$ cat src/rtl/adc_reg_readback.sv
// SPI read of one 16-bit ADC register: 24-bit frame {1, addr[6:0], data[15:0]}, MSB first.
// Optional build macro ADC_RD_MISO_SYNC_EN adds a 2-flop MISO synchronizer (CLK_DIV >= 6).
module adc_reg_readback #(
  parameter int CLK_DIV = 20
) (
  input  logic        adc_set_clk,
  input  logic        rst,
  input  logic        rd_start,
  input  logic [6:0]  rd_addr,
  output logic [15:0] rd_data,
  output logic        rd_valid,
  output logic        busy,
  output logic        ADC_SCLK,
  output logic        ADC_CSN,
  output logic        ADC_MOSI,
  input  logic        ADC_MISO,
  output logic [2:0]  state_dbg
);

  localparam int HALF = CLK_DIV / 2;
  localparam int CW   = (HALF > 1) ? $clog2(HALF) : 1;
  localparam logic [CW-1:0] HALF_LAST = CW'(HALF - 1);

  // Handshake: rd_start is honoured only in IDLE (busy=0); while busy=1 it is
  // ignored. rd_valid pulses for one cycle when rd_data takes a new value.
  typedef enum logic [2:0] {IDLE, SETUP, SHIFT, HOLD, GAP} state_t;

  state_t        state;
  logic [CW-1:0] cnt;
  logic [4:0]    bit_cnt;
  logic [22:0]   tx_sr;
  logic [15:0]   rx_sr;
  logic          half_done;
  logic          cap_edge;

  assign state_dbg = state;
  assign half_done = (cnt == HALF_LAST);

  // This edge drives SCLK 0->1 into one of periods 9..24 (bit_cnt holds period-1).
  assign cap_edge = (state == SHIFT) && !ADC_SCLK && half_done &&
                    (bit_cnt >= 5'd7) && (bit_cnt != 5'd23);

`ifdef ADC_RD_MISO_SYNC_EN
  logic miso_s1, miso_s2;
  logic cap_p1, cap_p2;

  // Capture is delayed two cycles to line up with the synchronized sample.
  always_ff @(posedge adc_set_clk) begin
    if (rst) begin
      miso_s1 <= 1'b0;
      miso_s2 <= 1'b0;
      cap_p1  <= 1'b0;
      cap_p2  <= 1'b0;
      rx_sr   <= 16'h0000;
    end else begin
      miso_s1 <= ADC_MISO;
      miso_s2 <= miso_s1;
      cap_p1  <= cap_edge;
      cap_p2  <= cap_p1;
      if (cap_p2) rx_sr <= {rx_sr[14:0], miso_s2};
    end
  end
`else
  always_ff @(posedge adc_set_clk) begin
    if (rst) begin
      rx_sr <= 16'h0000;
    end else if (cap_edge) begin
      rx_sr <= {rx_sr[14:0], ADC_MISO};
    end
  end
`endif

  always_ff @(posedge adc_set_clk) begin
    if (rst) begin
      state    <= IDLE;
      cnt      <= '0;
      bit_cnt  <= 5'd0;
      tx_sr    <= 23'h0;
      rd_data  <= 16'h0000;
      rd_valid <= 1'b0;
      busy     <= 1'b0;
      ADC_SCLK <= 1'b0;
      ADC_CSN  <= 1'b1;
      ADC_MOSI <= 1'b0;
    end else begin
      rd_valid <= 1'b0;
      case (state)
        IDLE: begin
          if (rd_start) begin
            tx_sr    <= {rd_addr, 16'h0000};
            busy     <= 1'b1;
            ADC_CSN  <= 1'b0;
            ADC_MOSI <= 1'b1;
            cnt      <= '0;
            bit_cnt  <= 5'd0;
            state    <= SETUP;
          end
        end
        SETUP: begin
          if (half_done) begin
            cnt      <= '0;
            ADC_SCLK <= 1'b1;
            state    <= SHIFT;
          end else begin
            cnt <= cnt + CW'(1);
          end
        end
        SHIFT: begin
          if (!half_done) begin
            cnt <= cnt + CW'(1);
          end else begin
            cnt <= '0;
            if (ADC_SCLK) begin
              // Falling edge: present the next bit; the zero-filled tail leaves MOSI low.
              ADC_SCLK <= 1'b0;
              ADC_MOSI <= tx_sr[22];
              tx_sr    <= {tx_sr[21:0], 1'b0};
            end else if (bit_cnt == 5'd23) begin
              state <= HOLD;
            end else begin
              ADC_SCLK <= 1'b1;
              bit_cnt  <= bit_cnt + 5'd1;
            end
          end
        end
        HOLD: begin
          if (half_done) begin
            cnt      <= '0;
            ADC_CSN  <= 1'b1;
            rd_data  <= rx_sr;
            rd_valid <= 1'b1;
            state    <= GAP;
          end else begin
            cnt <= cnt + CW'(1);
          end
        end
        GAP: begin
          if (half_done) begin
            cnt   <= '0;
            busy  <= 1'b0;
            state <= IDLE;
          end else begin
            cnt <= cnt + CW'(1);
          end
        end
        default: state <= IDLE;
      endcase
    end
  end

endmodule

$ cat config.mk
export PLATFORM = sky130hd
export DESIGN_NAME = adc_reg_readback
export DESIGN_NICKNAME = d
export VERILOG_FILES = /design/src/rtl/adc_reg_readback.sv
export SDC_FILE = /design/constraint.sdc
export NUM_CORES = 1
export LEC_CHECK = 0
export CORE_UTILIZATION = 35
export CTS_CLUSTER_DIAMETER = 40
export DETAILED_ROUTE_END_ITERATION = 10
export PLACE_DENSITY = 0.59
export SLEW_MARGIN = 0
export SYNTH_ARGS = -nofsm -noshare
export SYNTH_HDL_FRONTEND = slang
export SYNTH_SLANG_ARGS = --single-unit
$ cat constraint.sdc
create_clock -name adc_set_clk -period 3.7 [get_ports adc_set_clk]
set_input_delay 0.555 -clock adc_set_clk [delete_from_list [all_inputs] [get_ports adc_set_clk]]
set_output_delay 0.555 -clock adc_set_clk [all_outputs]
set_load 0.1 [all_outputs]
==> results.py <==
metrics = {
    "outcome": {
        "status": "completed",
    },
    "power_and_ir_drop": {
        "ir_drop_v": 0.0001913,
        "pwr_density_cell_nw_per_um2": 355.6,
        "power_mw": 1.056,
        "p_leak_nw": 0.9719,
    },
    "worst_setup_path": {
        "worstPathMaxFanout": 18,
        "crit_start": "state_dbg[2]",
        "path_buf_inv": 1,
        "r2r.worst_path.cells": 5,
        "worstSetupStartpointType": "flip-flop",
        "path_delay_family": "buffers and inverters",
        "crit_path_top_delay_cell": "clkdlybuf4s50_1",
        "max_stage_delay_ps": 1240,
        "endpoint_kind": "output pin",
        "path_class": "reg -> out",
        "reg2reg_to": "tx_sr[17]",
        "arrival_ps": 2230,
        "regToRegSetupSlack_ps": 1340,
        "crit_path_cell_trace": "clkdlybuf4s50_1",
        "required_ps": 3140,
        "worstReg2RegStart": "cnt[0]",
    },
    "placement": {
        "hpwlAfterDp_um": 3205,
        "gp_congestion": 0.7874,
        "io_buffers": 34,
    },
    "sta": {
        "rsz0062_at_grt": "no",
        "fmax_mhz": 359.4,
        "tightest_slew_ps": 973.9,
        "fin_skew_ps": 6.720,
        "hold_viol": 0,
        "setup_violations": 0,
        "slew_viol_final": 0,
        "finalSetupTns_ps": 0,
        "max_slew_margin_pct": 34.87,
        "post-route-min-period_ps": 2782,
        "min_period_over_period_pct": 75.19,
    },
    "synth": {
        "syn_inst": 261,
        "ys_types": 51,
        "synth_nets": 275,
        "synth_area_per_cell_um2": 9.664,
        "synth_seq_cells": 56,
        "async_flop_share_pct": 0,
        "ys.flop_type": "dfxtp_1",
        "netlist_area_um2": 2522,
        "ys_warn_count": 0,
        "synth-edff-count": 0,
        "ys_seq_area_share_pct": 44.44,
    },
    "global_route": {
        "grt_max_degree": 38,
        "grt_usage_pct": 13.96,
        "first_global_vias": 1785,
        "antenna_found_initial": 0,
        "grt.overflow.total": 0,
        "grt_pass1_wl_um": 8273,
    },
    "cells_and_area": {
        "layout_commonest_cell": "dfxtp_1",
        "syn2layout_area_growth_pct": 17.71,
        "drive_above_1_share_pct": 6.620,
        "mostFrequentLayoutCells": "dfxtp_1, mux2i_1, clkdlybuf4s50_1, nor2_1, nand2_1",
        "diodes": 0,
        "finalNetCount": 300,
        "fillers": 683,
    },
    "clock_tree": {
        "worstSkewPairLatency_ps": 310,
        "cts_sinks": 56,
        "clk_pin_slew_ps": 100,
        "cts_tree": "yes",
        "htreeDepth": 2,
        "numCtsBuffers": 5,
        "ctsResizeCount": 0,
        "cts_max_path_buffers": 2,
        "hold_buffers": 0,
        "post_cts_buffers": 0,
        "root_buffer": "clkbuf_8",
    },
    "floorplanning": {
        "design.core.area_um2": 6869,
        "fp-row-count": 30,
        "initial_core_util_pct": 36.72,
        "ios": 35,
        "die_area_um2": 7551,
        "die_w_um": 86.90,
        "die_h_um": 86.90,
    },
    "detailed_routing": {
        "drc_errors": 0,
        "drtPass1Iterations": 4,
        "drt_iter0_drc": 108,
        "ant_nets": 0,
        "viasPerCell": 4.950,
        "detailroute.via_count": 1896,
        "route.final.wire_length_um": 4984,
        "post_drt_wl_per_cell_um": 13.01,
    },
    "worst_hold_path": {
        "whs_path_depth": 2,
        "hold_path_class": "reg -> reg",
        "holdPathEnd": "rx_sr[15]",
        "hp-start": "rx_sr[15]",
    },
    "flow_run": {
        "drv_cap": 0,
    },
}
## through the flow
step	cells	hold slack, ps	utilization (%)	setup WS, ps	area, µm²
CTS	383	488.8	43.22	891.0	2969
detailed placement	375	474.2	41.93	1251	2880
global placement	375	463.5	41.93	1264	2880
floorplan	261	448.4	-	1357	2522
finish	383	481.3	43.22	917.9	2969
global route	383	508.4	43.22	826.0	2969
## power by group
group	internal [mW]	switching (mW)	total, mW
Sequential	0.613	0.00969	0.623
Combinational	0.0348	0.0577	0.0925
Clock	0.135	0.205	0.340
Total	0.783	0.273	1.06
## layout make-up
class                           count  area (µm²)  share of cell area (%)
Tap cell                           96       120.1                   4.046
Sequential cell                    56        1121                   37.76
Inverter                            3       11.26                  0.3793
Clock inverter                      2       16.27                  0.5478
Clock buffer                        6       72.57                   2.444
Multi-Input combinational cell    183        1270                   42.77
Timing Repair Buffer               37       357.8                   12.05
## worst max path at each step
| stage | to | depth (start not counted) |
|---|---|---|
| after floorplan | rd_data[0] | 7 |
| after global placement | state_dbg[2] | 1 |
| after detailed placement | state_dbg[2] | 1 |
| after CTS | state_dbg[2] | 1 |
| after global routing | state_dbg[2] | 1 |
| final | state_dbg[2] | 1 |
## cells in the mapped netlist (all sizes together), types with 2 or more instances
master / instances / share of area [%]
dfxtp: 56 / 44
mux2i: 33 / 13
xnor2: 3 / 1.0
clkbuf: 10 / 1.5
nand3: 5 / 0.99
inv: 3 / 0.45
ha: 3 / 1.5
nand2: 20 / 3.0
nand3b: 3 / 0.89
nor4b: 2 / 0.69
buf: 9 / 3.5
nor3: 6 / 1.2
nand2b: 18 / 4.5
a311oi: 8 / 3.3
a21oi: 9 / 1.8
nor2: 33 / 5.2
o21ai: 3 / 0.60
a211oi: 2 / 0.79
a31oi: 5 / 1.2
nor2b: 4 / 0.99
and3b: 2 / 0.69
## flip-flops by register name, indices dropped and copies added (netlist names)
name       count
rd_data       16
rx_sr         16
tx_sr          7
bit_cnt        5
cnt            4
state_dbg      3
ADC_CSN        1
ADC_MOSI       1
ADC_SCLK       1
busy           1
rd_valid       1
## kinds of logic (layout without fill, tap and decap cells)
kind of cell    Yosys count  count (layout)  share of synthesized area, %
compound gates           44              44                         14.04
xor+xnor                  3               3                         1.042
fa+ha+maj                 3               3                         1.488
buf+inv                  22              48                         5.407
flops                    56              56                         44.44
mux                      33              33                         13.10
simple gates            100             100                         20.49
## per-layer routing
layer / global-route usage [%] / vias to the layer above / routed length [µm]
met5: 0 / - / 0
met4: 6.061 / 0 / 76
met3: 2.844 / 9 / 209
met2: 21.90 / 41 / 2162
met1: 18.58 / 875 / 2536
li1: - / 971 / -
Power figures use the tool's default switching activity.
